<file path="src/rtl/ov7670_capture_ctrl_if.sv">
// Pixel output port of the OV7670 capture sequencer: valid/ready pixel with its linear frame-buffer address.
interface ov7670_capture_ctrl_if #(
  parameter int ADDR_W = 19
);
  logic              pix_valid;
  logic              pix_ready;
  logic [15:0]       pix_data;
  logic [ADDR_W-1:0] pix_addr;

  modport master (
    output pix_valid,
    output pix_data,
    output pix_addr,
    input  pix_ready
  );

  modport slave (
    input  pix_valid,
    input  pix_data,
    input  pix_addr,
    output pix_ready
  );
endinterface

</file>
<file path="src/rtl/ov7670_capture_ctrl.sv">
// OV7670 frame-capture sequencer: byte pairs -> RGB565 pixels with linear address, one-entry output register.
// Optional OV_CAP_LINE_ERR_EN adds O_ERR_CNT counting malformed lines (wrong length or odd byte count).
module ov7670_capture_ctrl #(
  parameter int H_ACT  = 640,
  parameter int V_ACT  = 480,
  parameter int ADDR_W = 19
) (
  input  logic                  I_CLK,
  input  logic                  I_RST,
  input  logic                  I_EN,
  input  logic                  I_VSYNC,
  input  logic                  I_HREF,
  input  logic                  I_PCLK,
  input  logic [7:0]            I_DATA,
  ov7670_capture_ctrl_if.master pix_if,
  output logic                  O_FRAME_DONE,
  output logic                  O_BUSY,
  output logic                  O_OVF
`ifdef OV_CAP_LINE_ERR_EN
  ,
  output logic [7:0]            O_ERR_CNT
`endif
);

  localparam logic [1:0] ST_IDLE    = 2'd0;
  localparam logic [1:0] ST_WAIT_VS = 2'd1;
  localparam logic [1:0] ST_ACTIVE  = 2'd2;
  localparam logic [1:0] ST_DONE    = 2'd3;

  // One spare bit so an over-long line never wraps back into the active range.
  localparam int XW = $clog2(H_ACT + 2) + 1;
  localparam int YW = $clog2(V_ACT + 1);

  localparam logic [XW-1:0]     H_ACT_X  = XW'(H_ACT);
  localparam logic [XW-1:0]     X_MAX    = '1;
  localparam logic [YW-1:0]     V_ACT_Y  = YW'(V_ACT);
  localparam logic [YW-1:0]     V_LAST_Y = YW'(V_ACT - 1);
  localparam logic [ADDR_W-1:0] H_ACT_A  = ADDR_W'(H_ACT);

  logic [1:0]        state_q, state_d;
  logic              pclk_prev_q;
  logic              vs_prev_q;
  logic              href_prev_q;
  logic [XW-1:0]     x_q, x_d;
  logic [YW-1:0]     y_q, y_d;
  logic              phase_q, phase_d;
  logic [7:0]        hi_q, hi_d;
  logic [ADDR_W-1:0] base_q, base_d;
  logic              vld_q, vld_d;
  logic [15:0]       dat_q, dat_d;
  logic [ADDR_W-1:0] addr_q, addr_d;
  logic              ovf_q, ovf_d;
`ifdef OV_CAP_LINE_ERR_EN
  logic [7:0]        err_q, err_d;
`endif

  logic pclk_rise;
  logic vs_fall;
  logic vs_rise;
  logic href_fall;
  logic active;
  logic frame_start;
  logic byte_stb;
  logic pix_form;
  logic in_range;
  logic pix_emit;
  logic line_end;
  logic accept;

  assign pclk_rise = I_PCLK & ~pclk_prev_q;
  assign vs_fall   = ~I_VSYNC & vs_prev_q;
  assign vs_rise   = I_VSYNC & ~vs_prev_q;
  assign href_fall = ~I_HREF & href_prev_q;

  assign active      = (state_q == ST_ACTIVE);
  assign frame_start = (state_q == ST_WAIT_VS) & I_EN & vs_fall;
  assign byte_stb    = active & pclk_rise & I_HREF;
  assign pix_form    = byte_stb & phase_q;
  assign in_range    = (x_q < H_ACT_X) && (y_q < V_ACT_Y);
  assign pix_emit    = pix_form & in_range;
  assign line_end    = active & href_fall;
  assign accept      = vld_q & pix_if.pix_ready;

  always_comb begin
    state_d = state_q;
    case (state_q)
      ST_IDLE: begin
        if (I_EN) state_d = ST_WAIT_VS;
      end
      ST_WAIT_VS: begin
        if (!I_EN)        state_d = ST_IDLE;
        else if (vs_fall) state_d = ST_ACTIVE;
      end
      ST_ACTIVE: begin
        if (vs_rise) state_d = ST_DONE;
      end
      ST_DONE: begin
        state_d = I_EN ? ST_WAIT_VS : ST_IDLE;
      end
      default: state_d = ST_IDLE;
    endcase
  end

  // Line/byte position tracking; base_q holds y*H_ACT so addresses stay exact even on short lines.
  always_comb begin
    x_d     = x_q;
    y_d     = y_q;
    phase_d = phase_q;
    hi_d    = hi_q;
    base_d  = base_q;
`ifdef OV_CAP_LINE_ERR_EN
    err_d   = err_q;
`endif
    if (frame_start) begin
      x_d     = '0;
      y_d     = '0;
      phase_d = 1'b0;
      base_d  = '0;
`ifdef OV_CAP_LINE_ERR_EN
      err_d   = '0;
`endif
    end else if (byte_stb) begin
      if (!phase_q) begin
        hi_d    = I_DATA;
        phase_d = 1'b1;
      end else begin
        phase_d = 1'b0;
        x_d     = (x_q == X_MAX) ? x_q : x_q + 1'b1;
      end
    end else if (line_end) begin
      phase_d = 1'b0;
      x_d     = '0;
      if (y_q < V_ACT_Y)  y_d    = y_q + 1'b1;
      if (y_q < V_LAST_Y) base_d = base_q + H_ACT_A;
`ifdef OV_CAP_LINE_ERR_EN
      if (((x_q != H_ACT_X) || phase_q) && (err_q != 8'hFF)) err_d = err_q + 8'd1;
`endif
    end
  end

  // Single-entry output register: a stalled sink loses the new pixel, not the held one.
  always_comb begin
    vld_d  = vld_q;
    dat_d  = dat_q;
    addr_d = addr_q;
    ovf_d  = ovf_q;
    if (frame_start) ovf_d = 1'b0;
    if (accept)      vld_d = 1'b0;
    if (pix_emit) begin
      if (!vld_q || accept) begin
        vld_d  = 1'b1;
        dat_d  = {hi_q, I_DATA};
        addr_d = base_q + ADDR_W'(x_q);
      end else begin
        ovf_d  = 1'b1;
      end
    end
  end

  always_ff @(posedge I_CLK or posedge I_RST) begin
    if (I_RST) begin
      state_q     <= ST_IDLE;
      pclk_prev_q <= 1'b0;
      vs_prev_q   <= 1'b0;
      href_prev_q <= 1'b0;
      x_q         <= '0;
      y_q         <= '0;
      phase_q     <= 1'b0;
      hi_q        <= '0;
      base_q      <= '0;
      vld_q       <= 1'b0;
      dat_q       <= '0;
      addr_q      <= '0;
      ovf_q       <= 1'b0;
`ifdef OV_CAP_LINE_ERR_EN
      err_q       <= '0;
`endif
    end else begin
      state_q     <= state_d;
      pclk_prev_q <= I_PCLK;
      vs_prev_q   <= I_VSYNC;
      href_prev_q <= I_HREF;
      x_q         <= x_d;
      y_q         <= y_d;
      phase_q     <= phase_d;
      hi_q        <= hi_d;
      base_q      <= base_d;
      vld_q       <= vld_d;
      dat_q       <= dat_d;
      addr_q      <= addr_d;
      ovf_q       <= ovf_d;
`ifdef OV_CAP_LINE_ERR_EN
      err_q       <= err_d;
`endif
    end
  end

  assign pix_if.pix_valid = vld_q;
  assign pix_if.pix_data  = dat_q;
  assign pix_if.pix_addr  = addr_q;
  assign O_FRAME_DONE     = (state_q == ST_DONE);
  assign O_BUSY           = (state_q == ST_WAIT_VS) || (state_q == ST_ACTIVE);
  assign O_OVF            = ovf_q;
`ifdef OV_CAP_LINE_ERR_EN
  assign O_ERR_CNT        = err_q;
`endif

endmodule

</file>
<file path="src/flat_wrapper.sv">
// flat-port wrapper written by rule: the top's interface ports become plain ports
module ov7670_capture_ctrl_flat 
#(
  parameter int H_ACT  = 640,
  parameter int V_ACT  = 480,
  parameter int ADDR_W = 19
)
  (I_CLK, I_RST, I_EN, I_VSYNC, I_HREF, I_PCLK, I_DATA, O_FRAME_DONE, O_BUSY, O_OVF, pix_if_pix_valid, pix_if_pix_data, pix_if_pix_addr, pix_if_pix_ready);
  ov7670_capture_ctrl_if #(.ADDR_W(ADDR_W)) pix_if_i ();
  input  logic I_CLK;
  input  logic I_RST;
  input  logic I_EN;
  input  logic I_VSYNC;
  input  logic I_HREF;
  input  logic I_PCLK;
  input  logic [7:0] I_DATA;
  output logic O_FRAME_DONE;
  output logic O_BUSY;
  output logic O_OVF;
  output wire logic [$bits(pix_if_i.pix_valid)-1:0] pix_if_pix_valid;
  output wire logic [$bits(pix_if_i.pix_data)-1:0] pix_if_pix_data;
  output wire logic [$bits(pix_if_i.pix_addr)-1:0] pix_if_pix_addr;
  input wire logic [$bits(pix_if_i.pix_ready)-1:0] pix_if_pix_ready;
  assign pix_if_pix_valid = pix_if_i.pix_valid;
  assign pix_if_pix_data = pix_if_i.pix_data;
  assign pix_if_pix_addr = pix_if_i.pix_addr;
  assign pix_if_i.pix_ready = pix_if_pix_ready;
  ov7670_capture_ctrl #(.H_ACT(H_ACT), .V_ACT(V_ACT), .ADDR_W(ADDR_W)) u_core (.I_CLK(I_CLK), .I_RST(I_RST), .I_EN(I_EN), .I_VSYNC(I_VSYNC), .I_HREF(I_HREF), .I_PCLK(I_PCLK), .I_DATA(I_DATA), .pix_if(pix_if_i), .O_FRAME_DONE(O_FRAME_DONE), .O_BUSY(O_BUSY), .O_OVF(O_OVF));
endmodule
</file>
<file path="config.mk">
export PLATFORM = sky130hd
export DESIGN_NAME = ov7670_capture_ctrl_flat
export DESIGN_NICKNAME = d
export VERILOG_FILES = /design/src/rtl/ov7670_capture_ctrl_if.sv /design/src/rtl/ov7670_capture_ctrl.sv /design/src/flat_wrapper.sv
export SDC_FILE = /design/constraint.sdc
export NUM_CORES = 1
export LEC_CHECK = 0
export BUFFER_PORTS_ARGS = -buffer_cell sky130_fd_sc_hd__buf_2
export CORE_MARGIN = 3
export CORE_UTILIZATION = 62
export DETAILED_ROUTE_END_ITERATION = 16
export GPL_TIMING_DRIVEN = 0
export PLACE_DENSITY = 0.85
export SLEW_MARGIN = 20
export SYNTH_ARGS = -nofsm -noshare
export SYNTH_HDL_FRONTEND = slang
export SYNTH_SLANG_ARGS = --single-unit
export TNS_END_PERCENT = 20
</file>
<file path="constraint.sdc">
create_clock -name I_CLK -period 5.4 [get_ports I_CLK]
set_input_delay 1.08 -clock I_CLK [delete_from_list [all_inputs] [get_ports I_CLK]]
set_output_delay 1.08 -clock I_CLK [all_outputs]
set_load 0.01 [all_outputs]
</file>
# Word level (Yosys, flattened, before mapping)
# Cells that the tools add are included.
[classes]
magnitude_cmp = 3
eq_ne = 10
n_mux = 29
n_reduce_logical = 15
n_addsub = 4
n_bitwise = 18
[op_table]
columns = ["op", "count"]
rows = [
  ["19-bit 2-to-1 mux", 4],
  ["11-bit 2-to-1 mux", 5],
  ["9-bit 2-to-1 mux", 4],
  ["19-bit by 10-bit adder with 19-bit output (second input constant)", 1],
  ["19-bit by 11-bit adder with 19-bit output", 1],
  ["9-bit less-than comparator (second input constant)", 2],
  ["3-bit AND reduction", 5],
  ["1-bit bitwise AND", 12],
  ["11-bit by 1-bit adder with 11-bit output (second input constant)", 1],
  ["11-bit equality test (second input constant)", 1],
  ["11-bit by 10-bit less-than comparator with 1-bit output (second input constant)", 1],
  ["1-bit 2-to-1 mux", 11],
  ["9-bit by 1-bit adder with 9-bit output (second input constant)", 1],
  ["2-bit 2-to-1 mux", 4],
  ["2-bit one-hot mux with 4 select lines", 1],
  ["3-bit by 2-bit inequality test with 1-bit output (second input constant)", 2],
  ["1-bit NOT", 6],
  ["2-bit nonzero test", 3],
  ["2-bit equality test (second input constant)", 2],
  ["2-bit by 1-bit inequality test with 1-bit output (second input constant)", 2],
  ["3-bit by 1-bit inequality test with 1-bit output (second input constant)", 1],
  ["3-bit nonzero test", 1],
  ["2-bit by 1-bit equality test with 1-bit output (second input constant)", 1],
  ["2-bit zero test", 1],
  ["other kinds (5)", 6],
]
[word_totals]
elab_cells = 92
ff_bits = 90
output_inout_bits = 39

# Depth between registers and ports, before layout
[logic_depth]
depth_word = 7
mapped_depth = 9

# Worst setup path after synthesis
# No wires, ideal clock.
[synth_path]
path_type = "input to register"
startpoint = "in I_PCLK"
endpoint = "reg u_core.addr_q[3] (netlist: u_core.pix_if.pix_addr[3])"
setup_slack_ps = 2882
required_time_ps = 5275
path_buffers = 2
arrival_time_ps = 2393
stages = 6
path_cell_list = "and3b_1 -> or4b_4 -> nand2b_4 -> buf_6 -> buf_6 -> mux2_4"
[synth_via]
elab_chain_len = 6
[synth_rtl]
columns = ["element", "line_no", "text"]
rows = [
  ["start: declaration", "flat_wrapper.sv:15", "input logic I_PCLK;"],
  ["1-bit bitwise AND", "ov7670_capture_ctrl.sv:70", "assign pclk_rise = I_PCLK & ~pclk_prev_q;"],
  ["1-bit bitwise AND (2 in series)", "ov7670_capture_ctrl.sv:77", "assign byte_stb = active & pclk_rise & I_HREF;"],
  ["1-bit bitwise AND", "ov7670_capture_ctrl.sv:78", "assign pix_form = byte_stb & phase_q;"],
  ["1-bit bitwise AND", "ov7670_capture_ctrl.sv:80", "assign pix_emit = pix_form & in_range;"],
  ["2-bit AND reduction (no source line)", "n/a", ""],
  ["end signal: assignment", "ov7670_capture_ctrl.sv:190", "addr_q <= addr_d;"],
  ["end: declaration", "ov7670_capture_ctrl.sv:51", "logic [ADDR_W-1:0] addr_q, addr_d;"],
]
# No other way between the ends.
# A chain may end at the register's enable or synchronous reset.

# Worst setup path after layout
[layout_path]
startpoint = "in I_EN"
endpoint = "reg u_core.hi_q[7]"
[layout_via]
elab_chain_len = 4
[layout_rtl]
columns = ["element", "line_no", "text"]
rows = [
  ["start: declaration", "flat_wrapper.sv:12", "input logic I_EN;"],
  ["1-bit bitwise AND (2 in series)", "ov7670_capture_ctrl.sv:76", "assign frame_start = (state_q == ST_WAIT_VS) & I_EN & vs_fall;"],
  ["1-bit NOT (no source line)", "n/a", ""],
  ["3-bit AND reduction (no source line)", "n/a", ""],
  ["end signal: assignment", "ov7670_capture_ctrl.sv:186", "hi_q <= hi_d;"],
  ["end: declaration", "ov7670_capture_ctrl.sv:47", "logic [7:0] hi_q, hi_d;"],
]
# No other way between the ends.

==> flow_summary.toml <==
[synthesis]
synth-edff-count = 0
synth_warnings = 0
yosysTopAreaCell = "dfrtp_1"
async_reset_ff_share_pct = 100
netlist.area_leader.share_pct = 49.9
synthesis.nets = 419
ys.flop_type = "dfrtp_1"
synth_seq_area_share_pct = 49.9
avgSynthCellArea_um2 = 10.6
ys_types = 50
ys_ff_latch = 83
synthCells = 391
synth_area_mm2 = 0.00416
yosys-top-cells-area = "dfrtp_1 (50%), mux2_4 (6.1%), nand2_1 (4.1%)"

[worst_setup_path]
crit_family = "simple AND/OR/NAND/NOR gates"
worstPathCellList = "buf_2 > nand4b_1 > nand2_1 > nor2_1 > mux2_2"
rr_startpoint = "u_core.state_q[1]"
endpoint_kind = "flip-flop"
cp_max_fo = 8
r2r_cells = 6
slowest_stage = "nor2_1"
slowest_delay_ps = 740
crit_arrival_ps = 3000
cp.depth = 5
timing.rr.end = "u_core.hi_q[7]"
critPathRequiredTime_ps = 5640
crit_start = "I_EN"
r2r_slack_ps = 2740
start_kind = "primary input"
crit_buf_inv = 1
worstSetupPathType = "in2reg"

[clock_tree]
cts_sinks = 83
clock_latency_ps = 350
numCtsBuffers = 9
cts_resized = 0
clock_path_buffers = 2
cts.clk_slew.worst_paths_ps = 90
cts_hold_buffers = 0
htreeDepth = 3
cts_tree = "yes"
cts_setup_buffers = 0
cts-root-buf = "clkbuf_8"

[detailed_routing]
wl_mm = 8.70
initialDrtViolationCount = 183
routed-via-count = 3202
ant_nets = 0
drt-vias-per-instance = 5.95
first_pass_iters = 4
routedWlPerCell_um = 16.2
drc = 0

[pwr]
ir_worst_vdd_mv = 0.209
switching_share_pct = 29.6
pwr-share-clk_pct = 30.6
leakage_nw = 2.39
intPower_mw = 1.04
power.density_mw_per_mm2 = 310
p_switching_mw = 0.435
pwr-share-seq_pct = 50.9
total_power_mw = 1.47
p_comb_share_pct = 18.6

[finish]
synthToLayoutAreaGrowth_pct = 14.2
final_common_cell = "dfrtp_1"
nets = 484
drive_above_1_share_pct = 23.6
fillCellCount = 456
final_cell_mix = "dfrtp_1 (83), buf_2 (54), nand2_1 (45), nor2_1 (38), o21ai_0 (23)"
diodes = 0

[grt]
grt_max_degree = 46
antenna_found_initial = 0
gr-total-overflow = 0
grt_pass1_wl_mm = 14.6
track_usage_pct = 24.2
grt_pass1_vias = 3015

[floorplanning]
ios = 54
num_rows = 29
dieArea_mm2 = 0.00773
dieHeight_um = 87.9
core_area_mm2 = 0.00642
die_width_um = 87.9
initial_utilization_pct = 64.8

[place]
hpwl_mm = 6.35
io_buffers = 53
gp_congestion = 0.812

[worst_hold_path]
hold_depth = 2
hold_start = "u_core.pix_if.pix_addr[15]"
worstHoldPathType = "reg2reg"
min_to = "u_core.pix_if.pix_addr[15]"

[sta]
drv_slew = 0
fin_crit_sh_pct = 51.2
finalSetupTns_ps = 0
setup_violations = 0
finalHoldViolations = 0
fmaxAchievable_mhz = 362
tightest_slew_ps = 880
rsz0062_at_grt = "no"
period_needed_ps = 2760
finClkSkew_ps = 9.84
max-slew-margin-rel_pct = 41.1

[outcome]
status = "finished clean"

[run]
maxCapViolations = 0
==> cell families after synthesis <==
logic type / after synthesis / synth area share, %
multiplexers: 34 / 10.6
other: 1 / 0.0901
AO/OA/AOI/OAI: 66 / 9.92
buffers and inverters: 22 / 2.56
AND/OR/NAND/NOR: 146 / 17.5
XOR/XNOR: 26 / 5.47
flip-flops: 83 / 49.9
adder cells (fa/ha/maj): 13 / 3.91
==> per-layer routing <==
metal	GRT usage, %	part of all wire (%)	wire length (µm)
met5	0	0	0
met4	8.37	1.5	131
met3	3.57	4.8	421
met2	38.8	48	4170
met1	34.0	46	3980
==> worst register-to-register path: cells and delay by family, from the launching register on <==
| kind | cells | cell delay (ps) |
|---|---|---|
| AND/OR/NAND/NOR | 3 | 1400 |
| buffers and inverters | 1 | 110 |
| adder cells (fa/ha/maj) | 1 | 230 |
| flip-flops | 1 | 390 |
| multiplexers | 1 | 430 |
==> how the worst max path moves through the flow <==
stage	end	slack, ps
6_report	u_core.hi_q[7]	2640
4_1_cts	u_core.hi_q[7]	2690
5_1_grt	u_core.hi_q[7]	2570
3_5_place_dp	u_core.hi_q[7]	2320
3_3_place_gp	u_core.state_q[1]	1290
2_1_floorplan	u_core.O_OVF	2180
==> synthesized netlist by cell type, types with 2 or more instances <==
cell and count:
mux2i_1 4, o21ai_0 23, buf_6 3, a31oi_1 4, nand4_1 7, mux2_2 13
and3_1 7, or3_1 3, o21a_1 2, xor2_1 11, a21o_1 3, nand3_1 16
or4_1 4, nor2_1 38, a41oi_1 3, clkbuf_1 11, inv_1 6, and2_1 2
dfrtp_1 83, nand2b_1 4, and3b_1 2, ha_1 13, o211ai_1 8, a211oi_1 3
nor4_1 4, mux2_4 17, nor3_1 2, nand4b_1 4, and4b_1 2, a21oi_1 11
nand2_1 45, xnor2_1 15
==> power groups by stage <==
stage          Sequential [mW]  Combinational (mW)  Clock, mW
2_1_floorplan            0.754               0.192          0
3_3_place_gp             0.753               0.257          0
3_5_place_dp             0.761               0.275          0
4_1_cts                  0.748               0.277      0.457
5_1_grt                  0.759               0.311      0.488
6_report                 0.749               0.273      0.450
==> state kept, by name (all words and copies together) (netlist names) <==
name and count:
u_core.pix_if.pix_addr 19, u_core.pix_if.pix_data 16, u_core.base_q 12, u_core.x_q 11, u_core.y_q 9, u_core.hi_q 8
u_core.state_q 2, u_core.O_OVF 1, u_core.href_prev_q 1, u_core.pclk_prev_q 1, u_core.phase_q 1, u_core.pix_if.pix_valid 1
u_core.vs_prev_q 1
==> per-stage QoR <==
step | setup slack [ps] | hold slack (ps) | cells | utilization, % | instance area (µm²)
CTS | 2690 | 490 | 538 | 74.0 | 4750
global route | 2570 | 509 | 538 | 74.0 | 4750
global placement | 1290 | 459 | 521 | 70.4 | 4520
detailed placement | 2320 | 469 | 522 | 70.9 | 4550
finish | 2640 | 489 | 538 | 74.0 | 4750
floorplan | 2180 | 478 | 391 | - | 4160
==> area by class of cell <==
type	instances	area [µm²]	area share, %
Sequential cell	83	2080	43.7
Multi-Input combinational cell	286	1980	41.6
Timing Repair Buffer	54	293	6.16
Clock buffer	9	124	2.61
Tap cell	77	96.3	2.03
Buffer	16	83.8	1.76
Clock inverter	7	76.3	1.61
Inverter	6	25.0	0.526
Power figures use the tool's default switching activity.
